[config.mk]
export PLATFORM = sky130hd
export DESIGN_NAME = conv_mult_sched
export DESIGN_NICKNAME = d
export VERILOG_FILES = /design/src/rtl/conv_mult_sched.sv
export SDC_FILE = /design/constraint.sdc
export NUM_CORES = 1
export LEC_CHECK = 0
export ABC_AREA = 0
export CORE_MARGIN = 2
export CORE_UTILIZATION = 30
export CTS_BUF_LIST = sky130_fd_sc_hd__clkbuf_4
export CTS_CLUSTER_SIZE = 28
export DETAILED_ROUTE_END_ITERATION = 8
export SKIP_CTS_REPAIR_TIMING = 1
export SYNTH_ARGS = -nofsm -noshare
export SYNTH_HDL_FRONTEND = slang
export SYNTH_SLANG_ARGS = --single-unit
[constraint.sdc]
create_clock -name iclk -period 1.74 [get_ports iclk]
set_clock_uncertainty 0.1 [all_clocks]
set_input_delay 0.348 -clock iclk [delete_from_list [all_inputs] [get_ports iclk]]
set_output_delay 0.348 -clock iclk [all_outputs]
set_load 0.05 [all_outputs]
[src/rtl/conv_mult_sched.sv]
// conv_mult_sched: sequences one multiply core across a full feature map for
// a single kernel pass. Output positions are walked in raster order, each
// kernel window is requested from the upstream fetch unit, a shadow pipe of
// valid bits and coordinates tracks which core slots hold real windows, and
// every core result is registered with its output coordinates into a
// valid/ready output stage.
// Optional feature: define SCHED_PERF_CNT_EN to add the 32-bit ostall_cnt
// output, a saturating count of busy cycles lost to output back-pressure.
module conv_mult_sched #(
    parameter int pDATA_W   = 8,
    parameter int pKERNEL_X = 3,
    parameter int pKERNEL_Y = 3,
    parameter int pIMG_W    = 32,
    parameter int pIMG_H    = 32,
    parameter int pSTRIDE   = 1,
    parameter int pCORE_LAT = 3
) (
    input  logic                                           iclk,
    input  logic                                           irst,
    input  logic                                           istart,
    output logic                                           obusy,
    output logic                                           odone,
    output logic [((pIMG_W > 1) ? $clog2(pIMG_W) : 1)-1:0] owin_x,
    output logic [((pIMG_H > 1) ? $clog2(pIMG_H) : 1)-1:0] owin_y,
    output logic                                           owin_req,
    input  logic                                           iwin_rdy,
    output logic                                           ocalc_en,
    input  logic [pDATA_W-1:0]                             icore_data,
    output logic                                           oout_valid,
    input  logic                                           iout_ready,
`ifdef SCHED_PERF_CNT_EN
    output logic [31:0]                                    ostall_cnt,
`endif
    output logic [pDATA_W-1:0]                             oout_data,
    output logic [((pIMG_W > 1) ? $clog2(pIMG_W) : 1)-1:0] oout_x,
    output logic [((pIMG_H > 1) ? $clog2(pIMG_H) : 1)-1:0] oout_y
);

    localparam int XW    = (pIMG_W > 1) ? $clog2(pIMG_W) : 1;
    localparam int YW    = (pIMG_H > 1) ? $clog2(pIMG_H) : 1;
    // Floor division drops trailing columns/rows that cannot hold a full window.
    localparam int OUT_W = (pIMG_W - pKERNEL_X) / pSTRIDE + 1;
    localparam int OUT_H = (pIMG_H - pKERNEL_Y) / pSTRIDE + 1;

    localparam logic [XW-1:0] LAST_X = XW'(OUT_W - 1);
    localparam logic [YW-1:0] LAST_Y = YW'(OUT_H - 1);

    localparam logic [1:0] ST_IDLE  = 2'd0;
    localparam logic [1:0] ST_RUN   = 2'd1;
    localparam logic [1:0] ST_DRAIN = 2'd2;
    localparam logic [1:0] ST_DONE  = 2'd3;

    logic [1:0]           state_q;
    logic [1:0]           state_d;
    logic [XW-1:0]        ox_q;
    logic [XW-1:0]        ox_d;
    logic [YW-1:0]        oy_q;
    logic [YW-1:0]        oy_d;

    logic [pCORE_LAT-1:0] pipeValid_q;
    logic [XW-1:0]        pipeX_q [pCORE_LAT];
    logic [YW-1:0]        pipeY_q [pCORE_LAT];

    logic                 outValid_q;
    logic [pDATA_W-1:0]   outData_q;
    logic [XW-1:0]        outX_q;
    logic [YW-1:0]        outY_q;

    logic                 adv;
    logic                 isBusy;
    logic                 issue;
    logic                 loadOut;
    logic                 handshake;
    logic                 pipeEmpty;

    // Shared control terms: the whole core pipeline advances only while the
    // output register can take (or is not holding) a result.
    always_comb begin
        adv       = !(outValid_q && !iout_ready);
        isBusy    = (state_q == ST_RUN) || (state_q == ST_DRAIN);
        issue     = (state_q == ST_RUN) && iwin_rdy && adv;
        loadOut   = adv && pipeValid_q[pCORE_LAT-1];
        handshake = outValid_q && iout_ready;
        pipeEmpty = (pipeValid_q == '0);
    end

    // Next-state logic for the pass FSM and the raster position counters.
    always_comb begin
        state_d = state_q;
        ox_d    = ox_q;
        oy_d    = oy_q;
        case (state_q)
            ST_IDLE: begin
                if (istart) begin
                    state_d = ST_RUN;
                    ox_d    = '0;
                    oy_d    = '0;
                end
            end
            ST_RUN: begin
                if (issue) begin
                    if (ox_q == LAST_X) begin
                        ox_d = '0;
                        if (oy_q == LAST_Y) begin
                            oy_d    = '0;
                            state_d = ST_DRAIN;
                        end else begin
                            oy_d = oy_q + 1'b1;
                        end
                    end else begin
                        ox_d = ox_q + 1'b1;
                    end
                end
            end
            ST_DRAIN: begin
                if (pipeEmpty && (!outValid_q || iout_ready)) begin
                    state_d = ST_DONE;
                end
            end
            ST_DONE: begin
                state_d = ST_IDLE;
            end
            default: begin
                state_d = ST_IDLE;
            end
        endcase
    end

    // FSM and position registers.
    always_ff @(posedge iclk) begin
        if (irst) begin
            state_q <= ST_IDLE;
            ox_q    <= '0;
            oy_q    <= '0;
        end else begin
            state_q <= state_d;
            ox_q    <= ox_d;
            oy_q    <= oy_d;
        end
    end

    // Shadow of the core pipeline: one {valid, x, y} slot per core stage,
    // moving in lockstep with ocalc_en so bubbles stay aligned with the core.
    always_ff @(posedge iclk) begin
        if (irst) begin
            pipeValid_q <= '0;
            for (int i = 0; i < pCORE_LAT; i++) begin
                pipeX_q[i] <= '0;
                pipeY_q[i] <= '0;
            end
        end else if (adv) begin
            pipeValid_q[0] <= issue;
            pipeX_q[0]     <= ox_q;
            pipeY_q[0]     <= oy_q;
            for (int i = 1; i < pCORE_LAT; i++) begin
                pipeValid_q[i] <= pipeValid_q[i-1];
                pipeX_q[i]     <= pipeX_q[i-1];
                pipeY_q[i]     <= pipeY_q[i-1];
            end
        end
    end

    // Output stage: capture a real result as it leaves the core; a
    // handshake without a replacement empties the register.
    always_ff @(posedge iclk) begin
        if (irst) begin
            outValid_q <= 1'b0;
            outData_q  <= '0;
            outX_q     <= '0;
            outY_q     <= '0;
        end else if (loadOut) begin
            outValid_q <= 1'b1;
            outData_q  <= icore_data;
            outX_q     <= pipeX_q[pCORE_LAT-1];
            outY_q     <= pipeY_q[pCORE_LAT-1];
        end else if (handshake) begin
            outValid_q <= 1'b0;
        end
    end

`ifdef SCHED_PERF_CNT_EN
    logic [31:0] stallCnt_q;

    // Saturating count of busy cycles frozen by downstream back-pressure;
    // restarts with each accepted pass and holds after it finishes.
    always_ff @(posedge iclk) begin
        if (irst) begin
            stallCnt_q <= '0;
        end else if ((state_q == ST_IDLE) && istart) begin
            stallCnt_q <= '0;
        end else if (isBusy && !adv && (stallCnt_q != 32'hFFFF_FFFF)) begin
            stallCnt_q <= stallCnt_q + 32'd1;
        end
    end

    assign ostall_cnt = stallCnt_q;
`endif

    assign obusy      = isBusy;
    assign odone      = (state_q == ST_DONE);
    assign owin_req   = (state_q == ST_RUN);
    assign owin_x     = XW'(ox_q * pSTRIDE);
    assign owin_y     = YW'(oy_q * pSTRIDE);
    assign ocalc_en   = adv && isBusy;
    assign oout_valid = outValid_q;
    assign oout_data  = outData_q;
    assign oout_x     = outX_q;
    assign oout_y     = outY_q;

endmodule

* After elaboration in Yosys (flattened, before gate mapping)
Memories as Yosys holds them, arrays and structs flattened. A register that Yosys moved wholly into a read port is not among the register bits.
Index checks and enable logic that the tools add are counted.
Widths: inputs -> output; s select.
** Word-level totals
- Word-level logic and storage cells :: 72
- Memories kept :: 2
- Bits in writable memories :: 30
- Memory bits (read-only) :: 0
- Bits in latches :: 0
- Register bits :: 24
** Memories
- pipeX_q :: words 3, width 5, read ports 3, clocked after memory_dff 1, wr ports 3, RTL line 61 : logic [XW-1:0] pipeX_q [pCORE_LAT];
- pipeY_q :: words 3, width 5, read ports 3, clocked after memory_dff 1, wr ports 3, RTL line 62 : logic [YW-1:0] pipeY_q [pCORE_LAT];
** Operators by class
- Bitwise gates (word level) :: 6
- Order comparisons :: 0
- Divide/modulo/power cells :: 0
- Equality and inequality tests :: 10
- $add $sub $neg :: 2
- Shift operators :: 0
- Mux-type cells :: 27
- Reduce and logical (&&, ||, !) cells :: 19
- Multipliers :: 0
** Operators with widths (count)
- $mux 5 :: 12
- $pmux 5 s2 :: 2
- $add 5x1->5 const B :: 2
- $eq 5x5->1 const B :: 2
- $mux 2 :: 5
- $ne 2x1->1 const B :: 4
- $pmux 2 s4 :: 1
- $logic_and 1x1->1 :: 7
- $mux 1 :: 7
- $or 1x1->1 :: 6
- $reduce_and 5->1 :: 1
- $eq 2x2->1 const B :: 2
- $reduce_and 4->1 :: 1
- $reduce_bool 2->1 :: 2
- $logic_not 1->1 :: 3
- $logic_not 3->1 :: 1
- $reduce_and 3->1 :: 1
- $eq 2x1->1 const B :: 1
- $logic_not 2->1 :: 1
- $logic_or 1x1->1 :: 2
- $ne 2x2->1 const B :: 1

* Logic depth before layout (Yosys ltp)
Gate-level depths: netlist (run 1).
- Depth in word-level cells :: 6
- Gate-level depth with buffers :: 8
- Mapped depth without buffers :: 6

* Worst setup path after synthesis (run 1)
OpenSTA, ideal clock, no wires.
- Path type :: reg2reg
- Start point :: register state_q[1]
- End point :: register oy_q[0]
- Data arrival time :: 2.031 ns
- Slack :: -0.461 ns
- Cell stages (with the launch flop) :: 8
- Path through :: dfxtp_1 > inv_1 > ha_1 > buf_4 > or2_4 > a21bo_1 > or4_1 > a21oi_1
** Between the ends
- Cells in the longest elaborated chain, start to end :: 5
- Elaborated cells between the ends (all ways) :: 10
- Classes of those cells :: eq/ne: 4; mux: 1; reduce/logical: 5
** Ends and longest elaborated chain
- start: declaration :: RTL line 53 : logic [1:0] state_q;
- start signal: assignment :: RTL line 136 : state_q <= state_d;
- $eq 2x1->1 *
- net owin_req :: RTL line 25 : output logic owin_req,
- $logic_and 1x1->1 (2 in series) :: RTL line 81 : issue = (state_q == ST_RUN) && iwin_rdy && adv;
- $ne 2x1->1 (no source line)
- $reduce_and 4->1 (no source line)
- end signal: assignment :: RTL line 138 : oy_q <= oy_d;
- end: declaration :: RTL line 57 : logic [YW-1:0] oy_q;
The timed path passes the listed nets; every way through them passes the cells marked *.
A chain may end at the register's enable or synchronous reset.

* Worst setup path after layout (run 1)
- Start point :: register state_q[0]
- End point :: output port ocalc_en
** Between the ends
- Cells in the longest elaborated chain, start to end :: 3
- Elaborated cells between the ends (all ways) :: 4
- Classes of those cells :: eq/ne: 2; reduce/logical: 2
** Ends and longest elaborated chain
- $eq 2x1->1 / $eq 2x2->1 (equally long branches) :: RTL line 80 : isBusy = (state_q == ST_RUN) || (state_q == ST_DRAIN);
- $logic_or 1x1->1 * :: RTL line 80
- $logic_and 1x1->1 * :: RTL line 204 : assign ocalc_en = adv && isBusy;
- end: declaration :: RTL line 27 : output logic ocalc_en,
Mark *: on every way between the ends. The rest lies on a longest branch, timed or not.

==> results of run 1 <==
-- metrics by stage --
step / area, sq um / worst slack [ns] / hold WS [ns] / TNS [ns]
floorplan: 2670 / -0.102 / 0.345 / -0.313
CTS: 3630 / -0.309 / 0.361 / -0.971
global route: 3840 / -0.221 / 0.347 / -1.36
detailed placement: 3510 / -0.269 / 0.348 / -7.12
finish: 3840 / -0.143 / 0.360 / -0.685
global placement: 3510 / -0.220 / 0.343 / -6.25
-- Yosys cell counts --
| library cell | count |
|---|---|
| nand2_1 | 46 |
| dfxtp_1 | 34 |
| edfxtp_1 | 30 |
| and2_1 | 28 |
| a21oi_1 | 26 |
| ha_1 | 9 |
| clkbuf_1 | 7 |
| inv_1 | 7 |
| nor2_1 | 7 |
| nand2b_1 | 6 |
| nor3_1 | 5 |
| o21ai_0 | 5 |
| and3_1 | 4 |
| nand3_1 | 4 |
| or3_1 | 4 |
| nand4_1 | 3 |
| a211oi_1 | 2 |
| a41oi_1 | 2 |
| buf_1 | 2 |
| buf_2 | 2 |
| o211a_1 | 2 |
| o32ai_1 | 2 |
| or4_1 | 2 |
| a21bo_1 | 1 |
| a21boi_0 | 1 |
| a21o_1 | 1 |
| and4_1 | 1 |
| buf_4 | 1 |
| mux2i_1 | 1 |
| nand3b_1 | 1 |
| nor2b_1 | 1 |
| o2111a_1 | 1 |
| o41ai_1 | 1 |
| or2_4 | 1 |
| xor2_1 | 1 |
-- sequential cells by signal, indices dropped and copies added, names as in the netlist --
name	count
pipeX_q	15
pipeY_q	15
oout_data	8
oout_x	5
oout_y	5
ox_q	5
oy_q	5
pipeValid_q	3
state_q	2
oout_valid	1
-- area by class of cell --
class,instances,area [sq um]
repair buffers,77,848
multi-input cells,168,1120
flip-flops and latches,64,1590
clock inverters,7,48.8
clock buffers,9,67.6
well taps,108,135
inverters,7,28.8
fillers,833,4750
-- critical path, stage by stage (launching register included) --
cell and delay [ns]:
dfxtp_2 0.37, inv_2 0.04, buf_6 0.11, ha_4 0.25, and2_4 0.14, buf_12 0.13
-- per-layer routing --
metal / up-vias / part of all wire / global-route usage
met3: 6 / 0.071 / 0.0547
met2: 58 / 0.47 / 0.179
met5: - / 0 / 0
met1: 909 / 0.45 / 0.148
met4: 0 / 0.014 / 0.0342
li1: 1024 / - / -
-- final timing paths --
path / from / to / slack [ns] / depth (start not counted)
max: state_q[0] / ocalc_en / -0.14 / 5
min: oout_data[0] / oout_data[0] / 0.36 / 2
max reg2reg: state_q[0] / ox_q[2] / -0.08 / 7
min reg2reg: oout_data[0] / oout_data[0] / 0.36 / 2
-- logic make-up after synthesis --
group | after synthesis | synth area share
adder cells (fa/ha/maj) | 9 | 0.0428
AND/OR/NAND/NOR | 113 | 0.217
flip-flops | 64 | 0.601
multiplexers | 1 | 0.00380
XOR/XNOR | 1 | 0.00333
buffers and inverters | 19 | 0.0295
AO/OA/AOI/OAI | 44 | 0.103
-- where the power goes --
group / internal, W / total (W) / switching (W)
Combinational: 0.000948 / 0.00188 / 0.000936
Sequential: 0.00166 / 0.00171 / 0.0000510
Clock: 0.000289 / 0.000837 / 0.000548
Total: 0.00289 / 0.00443 / 0.00153
==> impl_results.md, run 1 <==
- Outcome: finished, violations left
- Violated checks: negative setup slack
- #FFs+latches synth: 64
- Clk_lat worst skew: 0.39 ns
- P_leak: roughly 1.5 nW
- FMAX: 531 MHz
- Die X: 97.7 um
- Worst Path Arrival: between 1 and 1.5 ns
- Relative slew slack: 0.676
- Total number of vias: 1997
- Largest net degree at the start of global routing: 27
- GPL Wtd Cong: roughly 0.76
- Starting density of the core: 0.306
- Post-route ant nets: 0
- Main area contributors after synthesis: edfxtp_1, dfxtp_1, and2_1, nand2_1, a21oi_1
- # setup viols final: 10
- Detailed Place HPWL: around 3.5 mm
- Period utilisation layout: 1.08
- Synthesized instance count: between 200 and 300
- Die height: 97.7 um
- Vias in the first global route: 1947
- Min-delay worst type: flop to flop
- # port buffers: 45
- Initial antenna violation count: 0
- Max clock buf depth: 2
- Placed Cells: 415
- Total power: 0.00443 W
- Yosys top cell area share: 0.342
- Highest-count cells in the layout ignoring fill and taps: nand2_1, buf_4, edfxtp_1, and2_1, dfxtp_1
- Most common cell after layout, fill and taps aside: nand2_1
- DR pass1 iterations: 4
- Max Cap Viol: 0
- # IOs: between 40 and 50
- Syn avg cell area: 10.5 sq um
- Detailed-route wire length per cell: 12.3 um
- CTS tree: yes
- Max-slew violations: 0
- Ant diodes: 0
- Gr usage total: 0.117
- Fin. Hold Viols: 0
- Non-Filler Instances: 440
- First DRT Iteration DRCs: 57
- Die ar.: around 9500 sq um
- Residual DRC: 0
- Register area share after synthesis: 0.601
- Layout Nets: 349
- CTS buffer count: 9
- Layout cell share with drive strength beyond 1: 0.343
- Final core occ: 0.447
- Vias/cell: 4.54
- Core footprint: 8590 sq um
- Worst Setup Path Type: flop to output pin
- Unrepaired setup endpoints after global routing: yes
- Final Critical Period: 1.88 ns
- Post-Syn Nets: about 270
- Peak VDD IR: 945 uV
- CTS root buf: clkbuf_4
- Critical Path RT: about 1.3 ns
- CP max FO: 3
- Startpoint Class: flop
- Cell type with the largest total area after synthesis: edfxtp_1
- Area Overhead vs Synth: 46.1%
- Cell row count: 34
- Clock-pin slew on the worst setup and hold paths: about 0.11 ns
- Clk sink count: 64
- Gr ovfl total: 0
- Setup ws final: -0.143 ns
- Power Dens Cells: about 1200 nW/um^2
- Mapped Area: approximately 2600 sq um
- Distinct cells, synth: 35
- Yosys warns: 0
- Final WL: 5.42 mm
- Slew @ Worst Pin: between 0.4 and 0.5 ns
- H-Tree Depth: 3
- Setup crit end kind: output pin
- Wire length of the first global-routing pass: 8.97 mm
No activity file was read; power rests on OpenSTA's default activity.
==> run 2, diff against run 1 <==
--- a/config.mk
+++ b/config.mk
@@ -7,10 +7,11 @@
 export LEC_CHECK = 0
 export ABC_AREA = 0
 export CORE_MARGIN = 2
-export CORE_UTILIZATION = 30
+export CORE_UTILIZATION = 40
 export CTS_BUF_LIST = sky130_fd_sc_hd__clkbuf_4
 export CTS_CLUSTER_SIZE = 28
 export DETAILED_ROUTE_END_ITERATION = 8
+export PLACE_DENSITY = 0.66
 export SKIP_CTS_REPAIR_TIMING = 1
 export SYNTH_ARGS = -nofsm -noshare
 export SYNTH_HDL_FRONTEND = slang
==> run 2 against run 1 <==
The run still ends with negative setup slack left. Largest cell class unchanged. Non-clock buffer count shrank 5. Cell count shrank 8.2%. Design area fell by 2.5%. Total power grew 0.59%. First-iteration DRC count is 63% higher. Flip-flop and latch count stayed put. Global-route usage increased by 2.2 points. Critical path depth unchanged. Sequential share of layout area is 1.1 points higher. Maximum frequency decreased by 0.99%.
==> impl_results.md, run 2 (synthesis gave the netlist of run 1 again) <==
- R2R Setup Slk: -0.08 ns
- Starting density of the core: 0.415
- FMAX: 526 MHz
- Clk sink count: 64
- Max Cap Viol: 0
- Vias in the first global route: 1914
- Setup crit end kind: output pin
- Most common cell after layout, fill and taps aside: nand2_1
- Total number of vias: 1971
- Initial antenna violation count: 0
- Hold Path End: oout_data[6]
- H-Tree Depth: 3
- Clk pwr share: 0.217
- Post-route ant nets: 0
- Highest-count cells in the layout ignoring fill and taps: nand2_1, buf_4, edfxtp_1, and2_1, dfxtp_1
- Critical Path RT: ~1.3 ns
- Layout cell share with drive strength beyond 1: 0.315
- Hold_ws: 0.359 ns
- Max clock buf depth: 2
- Gr usage total: 0.139
- Internal power: around 0.003 W
- Startpoint Class: flop
- # port buffers: 45
- Worst Setup Path Type: flop to output pin
- Worst hold start: oout_data[6]
- Die height: 85.1 um
- Die ar.: 7250 sq um
- Die X: 85.1 um
- # IOs: 46
- Sw frac: 0.328
- Combinational Power Share: 0.396
- Psw: about 0.0015 W
- Outcome: finished, violations left
- Detailed-route wire length per cell: 12.4 um
- Detailed Place HPWL: 3.30 mm
- CTS root buf: clkbuf_4
- Post-layout instance area: 3750 sq um
- Min-delay worst type: flop to flop
- Slew @ Worst Pin: 0.401 ns
- Layout Nets: 344
- Min-Delay Path Depth: 2
- Core footprint: between 6000 and 7000 sq um
- Gr ovfl total: 0
- Residual DRC: 0
- Ant diodes: 0
- Unrepaired setup endpoints after global routing: yes
- Setup ws final: -0.161 ns
- Violated checks: negative setup slack
- Wire length of the first global-routing pass: 8.12 mm
- Period utilisation layout: 1.09
- Total power: approximately 0.0045 W
- DR pass1 iterations: 4
- Final WL: 5.01 mm
- FILL cells: about 510
- Fin. Hold Viols: 0
- CP max FO: 3
- Power Dens Cells: 1190 nW/um^2
- Largest net degree at the start of global routing: 27
- First DRT Iteration DRCs: slightly above 90
- Post-DP Area: 3450 sq um
- Worst r2r src: state_q[0]
- Peak VDD IR: 1660 uV
- Worst Path Arrival: 1.45 ns
- # setup viols final: 8
- Relative slew slack: 0.729
- Cell row count: 29
- Share of power burned in registers: 0.387
- Final Critical Period: ~1.9 ns
- RR Endpoint: oy_q[1]
- Vias/cell: 4.88
- Area Overhead vs Synth: 42.3%
- Clock-pin slew on the worst setup and hold paths: 0.10 ns
- Final setup TNS: -0.541 ns
- Worst r2r path cells: 6
- GPL Wtd Cong: 0.880
- P_leak: 1.50 nW
- CTS buffer count: 9
- CTS tree: yes
- Max-slew violations: 0
- Clk_lat worst skew: ~0.38 ns
- Placement Setup Slack: -0.235 ns
run 2: cell count changes in the layout (fill, tap and decap cells not counted), moves of 2 or more:
| cell | change |
|---|---|
| or3_1 | +2 |
| clkinvlp_4 | -2 |
| or3_4 | -2 |
| buf_4 | -4 |
| buf_12 | -2 |
run 2: how the worst max path moves through the flow:
stage	from	endpoint	slack, ns	cells after the start
2_1_floorplan	oy_q[1]	oy_q[0]	-0.10	6
4_1_cts	state_q[0]	ocalc_en	-0.36	5
6_report	state_q[0]	ocalc_en	-0.16	5
3_5_place_dp	iout_ready	oy_q[0]	-0.23	5
3_3_place_gp	iout_ready	oy_q[1]	-0.19	5
5_1_grt	state_q[0]	ocalc_en	-0.21	5
run 2: power groups by stage:
stage          Clock (W)  Sequential, W  Combinational [W]
2_1_floorplan          0        0.00182           0.000774
3_3_place_gp           0        0.00173            0.00145
3_5_place_dp           0        0.00173            0.00146
4_1_cts         0.000987        0.00170            0.00147
5_1_grt          0.00104        0.00173            0.00188
6_report        0.000967        0.00172            0.00176
run 2: critical path: stages (launching register included):
cell	delay [ns]
dfxtp_4	0.39
inv_4	0.04
buf_6	0.11
ha_4	0.26
and2_4	0.14
buf_12	0.13
run 2: area by class of cell:
type / count / area, sq um / share of cell area
clock buffer: 10 / 75.1 / 0.0200
timing repair buffer: 72 / 790 / 0.211
inverter: 7 / 31.3 / 0.00835
clock inverter: 6 / 60.1 / 0.0160
multi-input combinational: 168 / 1100 / 0.293
sequential: 64 / 1600 / 0.426
tap: 77 / 96.3 / 0.0257
run 2: through the flow:
step                utilization  instances
detailed placement        0.543        384
global route              0.590        404
finish                    0.590        404
floorplan                     -        251
CTS                       0.564        400
global placement          0.543        384
run 2: metal layers:
metal / vias up / track usage / wire [um]
li1: 1018 / - / -
met1: 872 / 0.179 / 2360
met2: 71 / 0.218 / 2240
met3: 10 / 0.0389 / 351
met4: 0 / 0.0635 / 67
met5: - / 0 / 0
